### src/rtl/dw_sincos_cordic_seq.sv
// Iterative CORDIC sine/cosine generator with valid/ready handshakes on both sides.
// Optional phase accumulator on the input: define DW_SINCOS_CORDIC_SEQ_PHASE_ACC_EN.
module dw_sincos_cordic_seq #(
  parameter int A_WIDTH    = 24,
  parameter int WAVE_WIDTH = 25,
  parameter int ITER       = 22
) (
  input  logic                  clk,
  input  logic                  rst_n,
  input  logic                  in_valid,
  output logic                  in_ready,
  input  logic [A_WIDTH-1:0]    a,
`ifdef DW_SINCOS_CORDIC_SEQ_PHASE_ACC_EN
  input  logic                  acc_mode,
`endif
  output logic                  out_valid,
  input  logic                  out_ready,
  output logic [WAVE_WIDTH-1:0] sin_out,
  output logic [WAVE_WIDTH-1:0] cos_out,
  output logic                  busy
);
  localparam int XW = WAVE_WIDTH + 3;
  localparam int ZW = A_WIDTH + 1;
  localparam int SH = 32 - A_WIDTH;
  localparam longint X0L = longint'(0.6072529350088813 * (2.0 ** WAVE_WIDTH));
  localparam logic signed [XW-1:0] X0 = XW'(X0L);
  localparam logic [32:0] RND = 33'((longint'(1) << SH) >> 1);
  localparam logic signed [XW:0] SAT_P = (XW+1)'((longint'(1) << (WAVE_WIDTH-1)) - 1);
  localparam logic signed [XW:0] SAT_N = -SAT_P;

  typedef enum logic [1:0] {S_IDLE, S_ITER, S_DONE} state_t;

  // atan(2^-i) in units of 2^-32 turn
  function automatic logic [31:0] atan32(input logic [4:0] i);
    case (i)
      5'd0:  return 32'h20000000;  5'd1:  return 32'h12E4051E;
      5'd2:  return 32'h09FB385B;  5'd3:  return 32'h051111D4;
      5'd4:  return 32'h028B0D43;  5'd5:  return 32'h0145D7E1;
      5'd6:  return 32'h00A2F61E;  5'd7:  return 32'h00517C55;
      5'd8:  return 32'h0028BE53;  5'd9:  return 32'h00145F2F;
      5'd10: return 32'h000A2F98;  5'd11: return 32'h000517CC;
      5'd12: return 32'h00028BE6;  5'd13: return 32'h000145F3;
      5'd14: return 32'h0000A2FA;  5'd15: return 32'h0000517D;
      5'd16: return 32'h000028BE;  5'd17: return 32'h0000145F;
      5'd18: return 32'h00000A30;  5'd19: return 32'h00000518;
      5'd20: return 32'h0000028C;  5'd21: return 32'h00000146;
      5'd22: return 32'h000000A3;  5'd23: return 32'h00000051;
      5'd24: return 32'h00000029;  5'd25: return 32'h00000014;
      5'd26: return 32'h0000000A;  5'd27: return 32'h00000005;
      5'd28: return 32'h00000003;  5'd29: return 32'h00000001;
      5'd30: return 32'h00000001;  default: return 32'h00000000;
    endcase
  endfunction

  function automatic logic signed [ZW-1:0] atan_a(input logic [4:0] i);
    logic [32:0] t;
    t = ({1'b0, atan32(i)} + RND) >> SH;
    return ZW'(t);
  endfunction

  // drop the two guard bits (round half up), then clamp symmetrically
  function automatic logic [WAVE_WIDTH-1:0] conv(input logic signed [XW-1:0] v);
    logic signed [XW:0] t;
    t = ($signed({v[XW-1], v}) + $signed((XW+1)'(2))) >>> 2;
    if (t > SAT_P) return SAT_P[WAVE_WIDTH-1:0];
    if (t < SAT_N) return SAT_N[WAVE_WIDTH-1:0];
    return t[WAVE_WIDTH-1:0];
  endfunction

  state_t                  state_q;
  logic signed [XW-1:0]    x_q, y_q;
  logic signed [ZW-1:0]    z_q;
  logic [4:0]              i_q;
  logic [1:0]              quad_q;
  logic [WAVE_WIDTH-1:0]   sin_q, cos_q;
  logic                    in_ready_q, out_valid_q, busy_q;
  logic [A_WIDTH-1:0]      ang_d;

`ifdef DW_SINCOS_CORDIC_SEQ_PHASE_ACC_EN
  logic [A_WIDTH-1:0]      phase_q;
  assign ang_d = acc_mode ? phase_q + a : a;
`else
  assign ang_d = a;
`endif

  logic                    dir;
  logic signed [XW-1:0]    xs, ys, x_d, y_d, s_pre, c_pre;
  logic signed [ZW-1:0]    z_d;

  always_comb begin
    dir = ~z_q[ZW-1];
    xs  = x_q >>> i_q;
    ys  = y_q >>> i_q;
    x_d = dir ? x_q - ys : x_q + ys;
    y_d = dir ? y_q + xs : y_q - xs;
    z_d = dir ? z_q - atan_a(i_q) : z_q + atan_a(i_q);
    case (quad_q)
      2'd0:    begin s_pre = y_d;  c_pre = x_d;  end
      2'd1:    begin s_pre = x_d;  c_pre = -y_d; end
      2'd2:    begin s_pre = -y_d; c_pre = -x_d; end
      default: begin s_pre = -x_d; c_pre = y_d;  end
    endcase
  end

  always_ff @(posedge clk or negedge rst_n) begin
    if (!rst_n) begin
      state_q     <= S_IDLE;
      x_q         <= '0;
      y_q         <= '0;
      z_q         <= '0;
      i_q         <= '0;
      quad_q      <= '0;
      sin_q       <= '0;
      cos_q       <= '0;
      in_ready_q  <= 1'b0;
      out_valid_q <= 1'b0;
      busy_q      <= 1'b0;
`ifdef DW_SINCOS_CORDIC_SEQ_PHASE_ACC_EN
      phase_q     <= '0;
`endif
    end else begin
      case (state_q)
        S_IDLE: begin
          in_ready_q <= 1'b1;
          if (in_valid && in_ready_q) begin
            quad_q     <= ang_d[A_WIDTH-1:A_WIDTH-2];
            z_q        <= {3'b000, ang_d[A_WIDTH-3:0]};
            x_q        <= X0;
            y_q        <= '0;
            i_q        <= '0;
            in_ready_q <= 1'b0;
            busy_q     <= 1'b1;
            state_q    <= S_ITER;
`ifdef DW_SINCOS_CORDIC_SEQ_PHASE_ACC_EN
            phase_q    <= ang_d;
`endif
          end
        end
        S_ITER: begin
          x_q <= x_d;
          y_q <= y_d;
          z_q <= z_d;
          i_q <= i_q + 5'd1;
          if (i_q == 5'(ITER-1)) begin
            sin_q       <= conv(s_pre);
            cos_q       <= conv(c_pre);
            out_valid_q <= 1'b1;
            state_q     <= S_DONE;
          end
        end
        S_DONE: begin
          if (out_ready) begin
            out_valid_q <= 1'b0;
            busy_q      <= 1'b0;
            in_ready_q  <= 1'b1;
            state_q     <= S_IDLE;
          end
        end
        default: state_q <= S_IDLE;
      endcase
    end
  end

  assign in_ready  = in_ready_q;
  assign out_valid = out_valid_q;
  assign busy      = busy_q;
  assign sin_out   = sin_q;
  assign cos_out   = cos_q;
endmodule

### config.mk
export PLATFORM = sky130hd
export DESIGN_NAME = dw_sincos_cordic_seq
export DESIGN_NICKNAME = d
export VERILOG_FILES = /design/src/rtl/dw_sincos_cordic_seq.sv
export SDC_FILE = /design/constraint.sdc
export NUM_CORES = 1
export LEC_CHECK = 0
export BUFFER_PORTS_ARGS = -buffer_cell sky130_fd_sc_hd__clkbuf_2
export CORE_MARGIN = 2
export CORE_UTILIZATION = 49
export CTS_CLUSTER_SIZE = 20
export DETAILED_ROUTE_END_ITERATION = 16
export PLACE_DENSITY = 0.66
export SYNTH_ARGS = -nofsm -noshare
export SYNTH_HDL_FRONTEND = slang
export SYNTH_SLANG_ARGS = --single-unit
### constraint.sdc
create_clock -name clk -period 12.7 [get_ports clk]
set_input_delay 2.54 -clock clk [delete_from_list [all_inputs] [get_ports clk]]
set_output_delay 2.54 -clock clk [all_outputs]
set_load 0.005 [all_outputs]
==> flow_summary.ini, run 1 <==
[outcome]
status = finished clean

[routing]
final_antenna_net_count = 0
drt_pre_antenna_iters = 6
vias_per_cell = 7.06
detail_route.drc_violations = 0
detail_route.wirelength_um = 85400
drtIter0Drc = 3050
detailroute.via_count = 23400
routedWlPerCell_um = 25.8

[global_routing]
grt_antenna_before_repair = 1
grt_max_degree = 85
wire_length_of_the_first_global_routing_pass_um = 131000
track_usage_pct = 38.0
grt_overflow_total = 0
number_of_global_route_vias_before_repair = 21700

[clocking]
cts_setup_buffers = 0
cts_tree = built
number_of_buffers_inserted_during_clock_tree_synthesis = 17
holdBufCountCts = 0
cts_num_sinks = 143
cts_max_level = 4
clock_path_buffers = 2
cts-resized-gates = 0
worstSkewPairLatency_ns = 0.51
clock_tree.root_cell = sky130_fd_sc_hd__clkbuf_16
cts.reportedPaths.clkPinSlew_ns = 0.07

[yosys]
yosys.area.top_type = sky130_fd_sc_hd__dfrtp_1
ys_async_sr_fraction_pct = 100
synthesis.instances = 2776
synthFlopType = sky130_fd_sc_hd__dfrtp_1
synthSimpleGateAreaFrac_pct = 24.4
synth-seq-cells = 143
yosys.area_share.adder_pct = 5.67
share_of_synthesized_area_spent_on_multiplexers_pct = 10.4
synth.yosys.seq_area_share_pct = 16.7
synth_edf_count = 0
syn-num-nets = 2899
synth_compound_gate_area_share_pct = 30.6
post_synth_main_area_contributors = sky130_fd_sc_hd__dfrtp_1 (17%), sky130_fd_sc_hd__mux4_2 (7.3%), sky130_fd_sc_hd__ha_1 (5.4%), sky130_fd_sc_hd__nor2_1 (4.4%), sky130_fd_sc_hd__nand2_1 (4.3%)
syn-mean-instance-area_um2 = 7.70
synth-warning-count = 0
synth_cell_type_count = 110
synth_xor_xnor_area_share_pct = 7.39
synth_top_family_by_area = compound AO/OA/AOI/OAI gates
synth.cell_area_mm2 = 0.0214
share_of_the_synthesized_area_in_the_top_cell_type_pct = 16.7

[floorplan]
placeableCoreArea_mm2 = 0.0431
die-width_um = 213
floorplan.rows = 76
initial_core_util_pct = 49.6
die_h_um = 213
num_io_pins = 81
design.die.area_mm2 = 0.0453

[setup_path]
required_ns = 13.04
slowest_delay_ns = 1.03
cp.arrival_ns = 11.19
timing_worst_setup_path_type = reg -> reg
timing.critical_path.from_type = flop
critical_path_buf_inv_count = 2
critical_path.endpoint_type = flop
critical_path.max_fanout = 38
largest_delay_share_family_worst_path = simple AND/OR/NAND/NOR gates
critPathSlowestCell = sky130_fd_sc_hd__o41ai_4

[sta]
hold_viol = 0
slew_violations = 0
post-route-period-util_pct = 85.4
period_needed_ns = 10.85
timing_limited_maximum_frequency_mhz = 92.2
setup_violations = 0
fin_worst_skew_ns = 0.0160
fin_setup_tns_ns = 0
slew-limit-headroom_pct = 19.9
grt_setup_unrepaired = no
worst-slew-pin-transition_ns = 1.19

[cells_and_area]
drive_gt1_share_pct = 12.9
num-nets-final = 2839
layout-area-overhead-vs-synth_pct = 5.91
layout_filler_cell_count = 4143

[place]
dpl.hpwl_um = 65300
gp_congestion = 1.03
port-buffer-count = 80

[min_path]
worstHoldPathType = reg -> reg

[flow_run]
cap_violations = 0
## state kept, by name, indices dropped and copies added (netlist names)
name / count
busy: 1
quad_q: 2
x_q: 28
in_ready: 1
cos_out: 25
state_q: 2
y_q: 28
sin_out: 25
i_q: 5
out_valid: 1
z_q: 25
## worst min-delay path: cells and delay by family, from the launching register on
family / cells / cell delay, ns
compound gates: 1 / 0.05
flops: 1 / 0.34
simple gates: 1 / 0.05
## layer usage
layer	global-route usage [%]	up-vias	wire length, um
met3	6.74	252	7630
met2	60.5	1275	38800
met1	49.9	11400	34700
met5	0	-	0
met4	17.8	0	4250
li1	-	10500	-
## worst paths after layout
check,startpoint,endpoint,slack (ns),depth (start not counted)
max,i_q[0]$_DFFE_PN0P_,cos_out[16]$_DFFE_PN0P_,1.85,25
min,sin_out[24]$_DFFE_PN0P_,sin_out[24]$_DFFE_PN0P_,0.48,2
max reg2reg,i_q[0]$_DFFE_PN0P_,cos_out[16]$_DFFE_PN0P_,1.85,25
min reg2reg,sin_out[24]$_DFFE_PN0P_,sin_out[24]$_DFFE_PN0P_,0.48,2
max in group asynchronous,rst_n,quad_q[0]$_DFFE_PN0P_,9.07,2
min in group asynchronous,rst_n,i_q[3]$_DFFE_PN0P_,2.00,1
## layout by cell type, fill, tap and decap left out, types with 57 or more instances in the layout
master                       n
sky130_fd_sc_hd__dfrtp_1   135
sky130_fd_sc_hd__a21oi_1   183
sky130_fd_sc_hd__inv_1      57
sky130_fd_sc_hd__o211ai_1   69
sky130_fd_sc_hd__xnor2_1    94
sky130_fd_sc_hd__ha_1       92
sky130_fd_sc_hd__nor3_1     74
sky130_fd_sc_hd__o21ai_0   171
sky130_fd_sc_hd__clkbuf_2   79
sky130_fd_sc_hd__mux4_2     69
sky130_fd_sc_hd__nand2_1   247
sky130_fd_sc_hd__xor2_1     80
sky130_fd_sc_hd__nand3_1   115
sky130_fd_sc_hd__nor2_1    248
## final cells by class
cell class | count | area, um^2 | area share [%]
Multi-Input combinational cell | 2376 | 16800 | 74.2
Sequential cell | 143 | 3600 | 15.9
Tap cell | 585 | 732 | 3.23
Timing Repair Buffer | 118 | 692 | 3.06
Clock buffer | 19 | 453 | 2.00
Inverter | 60 | 225 | 0.995
Clock inverter | 13 | 151 | 0.669
Antenna cell | 1 | 2.50 | 0.0111
## synth_stat cells, drive strengths merged, types with 35 or more instances
| master | instances |
|---|---|
| nand4 | 38 |
| clkbuf | 143 |
| xnor2 | 95 |
| ha | 92 |
| a211oi | 56 |
| nor2 | 250 |
| nand2 | 247 |
| xor2 | 81 |
| o211ai | 69 |
| o22ai | 40 |
| dfrtp | 143 |
| mux4 | 69 |
| o21ai | 181 |
| and3 | 46 |
| mux2i | 37 |
| buf | 54 |
| nand3 | 116 |
| a21oi | 184 |
| inv | 60 |
| a31oi | 54 |
| nor4 | 37 |
| nor3 | 77 |
| and2 | 35 |
## metrics by stage
stage / hold slack, ns / cell area (um^2) / std cells / setup slack [ns] / util, %
2_1_floorplan: 0.456 / 21400 / 2776 / 4.21 / -
3_3_place_gp: 0.462 / 22000 / 3282 / 2.06 / 51.2
3_5_place_dp: 0.469 / 22000 / 3282 / 1.94 / 51.2
4_1_cts: 0.485 / 22600 / 3314 / 1.92 / 52.6
5_1_grt: 0.505 / 22600 / 3314 / 1.06 / 52.6
6_report: 0.480 / 22600 / 3315 / 1.85 / 52.6
## cells by family after synthesis
family	Yosys count
AO/OA/AOI/OAI	936
XOR/XNOR	177
adder cells (fa/ha/maj)	95
buffers and inverters	257
flip-flops	143
multiplexers	133
AND/OR/NAND/NOR	1035
Power of run 1 is not shown: default switching activity piles up to over one toggle a cycle in this logic, so the estimate is an artifact.
==> inputs of run 2 (changes only) <==
- PLACE_DENSITY: 0.66 -> unset
- PLACE_DENSITY_LB_ADDON: unset -> 0.3
==> run 2 against run 1 <==
  * Worst setup slack lost 0.68 ns
  * Maximum frequency is 5.9% lower
  * Via count about the same
==> flow_summary.ini, run 2 (synthesis results as in run 1) <==
[outcome]
status = finished clean

[setup_path]
cp.arrival_ns = 11.87
timing_worst_setup_path_type = reg -> reg
critical_path.endpoint_type = flop
required_ns = 13.04
critPathLaunch = i_q[0]$_DFFE_PN0P_
timing.critical_path.from_type = flop
reg2reg_slack_ns = 1.17
r2r-start = i_q[0]$_DFFE_PN0P_
slowest_delay_ns = 1.05
r2r-end = cos_out[8]$_DFFE_PN0P_
critical_path.max_fanout = 36
critPathCapture = cos_out[8]$_DFFE_PN0P_
worstRegToRegCells = 28
critPathSlowestCell = sky130_fd_sc_hd__o41ai_4

[routing]
final_antenna_net_count = 0
drtIter0Drc = 2754
routedWlPerCell_um = 26.4
detailroute.via_count = 23400
detail_route.drc_violations = 0
vias_per_cell = 7.06
drt_pre_antenna_iters = 6
detail_route.wirelength_um = 87700

[cells_and_area]
most_frequent_standard_cell_in_the_layout_excluding_fill_and_tap_cells = sky130_fd_sc_hd__nor2_1
biggestRegsByFlops = x_q x28, y_q x28
n_antenna_cell = 0
num-nets-final = 2844
drive_gt1_share_pct = 13.0
most-common-layout-cells = sky130_fd_sc_hd__nor2_1 (248), sky130_fd_sc_hd__nand2_1 (247), sky130_fd_sc_hd__a21oi_1 (183)
fin_util_pct = 52.6
layout-area-overhead-vs-synth_pct = 6.08

[sta]
grt_setup_unrepaired = no
hold_viol = 0
fin_setup_tns_ns = 0
worst-slew-pin-transition_ns = 1.18
hold_ws_ns = 0.486
fin_worst_skew_ns = 0.0149
period_needed_ns = 11.53
timing_limited_maximum_frequency_mhz = 86.8
post-route-period-util_pct = 90.8
slew_violations = 0
slew-limit-headroom_pct = 20.8
setup_violations = 0

[floorplan]
design.die.area_mm2 = 0.0453
die-width_um = 213
placeableCoreArea_mm2 = 0.0431
initial_core_util_pct = 49.6
num_io_pins = 81
die_h_um = 213
floorplan.rows = 76

[global_routing]
wire_length_of_the_first_global_routing_pass_um = 133000
grt_max_degree = 79
number_of_global_route_vias_before_repair = 22100
track_usage_pct = 38.6
grt_overflow_total = 0
grt_antenna_before_repair = 0

[clocking]
cts_setup_buffers = 0
cts_max_level = 4
cts_num_sinks = 143
cts_tree = built
cts-resized-gates = 0
holdBufCountCts = 0
number_of_buffers_inserted_during_clock_tree_synthesis = 17
worstSkewPairLatency_ns = 0.51
cts.reportedPaths.clkPinSlew_ns = 0.07
clock_path_buffers = 2
clock_tree.root_cell = sky130_fd_sc_hd__clkbuf_16

[place]
gp_congestion = 0.972
dpl.hpwl_um = 66500
port-buffer-count = 80

[min_path]
worst_hold_startpoint = busy$_DFFE_PN0P_
worstHoldPathType = reg -> reg

[flow_run]
cap_violations = 0
## run 2: area by class of cell
cell class / instances / area (um^2)
well taps: 585 / 732
inverters: 60 / 225
clock buffers: 18 / 439
clock inverters: 14 / 168
fillers: 4219 / 20400
flip-flops and latches: 143 / 3600
repair buffers: 123 / 729
multi-input cells: 2376 / 16800
## run 2: worst min path at each step
stage | endpoint | slack, ns | depth (start not counted)
finish | busy$_DFFE_PN0P_ | 0.49 | 2
global route | sin_out[23]$_DFFE_PN0P_ | 0.51 | 2
CTS | out_valid$_DFFE_PN0P_ | 0.49 | 2
detailed placement | out_valid$_DFFE_PN0P_ | 0.47 | 2
global placement | busy$_DFFE_PN0P_ | 0.46 | 2
floorplan | z_q[8]$_DFFE_PN0P_ | 0.46 | 2
## run 2: per-layer routing
layer  up-vias  global-route usage (%)  share of wire (%)
li1      10500                       -                  -
met1     11300                    50.4                 41
met2      1328                    58.2                 43
met3       272                    7.56                8.6
met4         0                    25.3                7.1
met5         -                       0                  0
## run 2: critical path, delay by kind of cell (launching register included)
kind / cells / cell delay, ns
DFF: 1 / 0.78
muxes: 1 / 0.58
adders and majority gates: 1 / 0.52
AOI/OAI and AO/OA: 12 / 4.64
and+or+nand+nor: 11 / 3.34
buffers and inverters: 1 / 0.55
xor gates and xnor gates: 2 / 0.91
## run 2: through the flow
stage	instance area [um^2]	worst slack [ns]	instances
final	22700	1.17	3319
after global routing	22700	0.548	3319
after global placement	22100	1.74	3287
after detailed placement	22100	1.52	3287
after floorplan	21400	4.21	2776
after CTS	22700	1.49	3319
Power of run 2 is left out for the same reason.
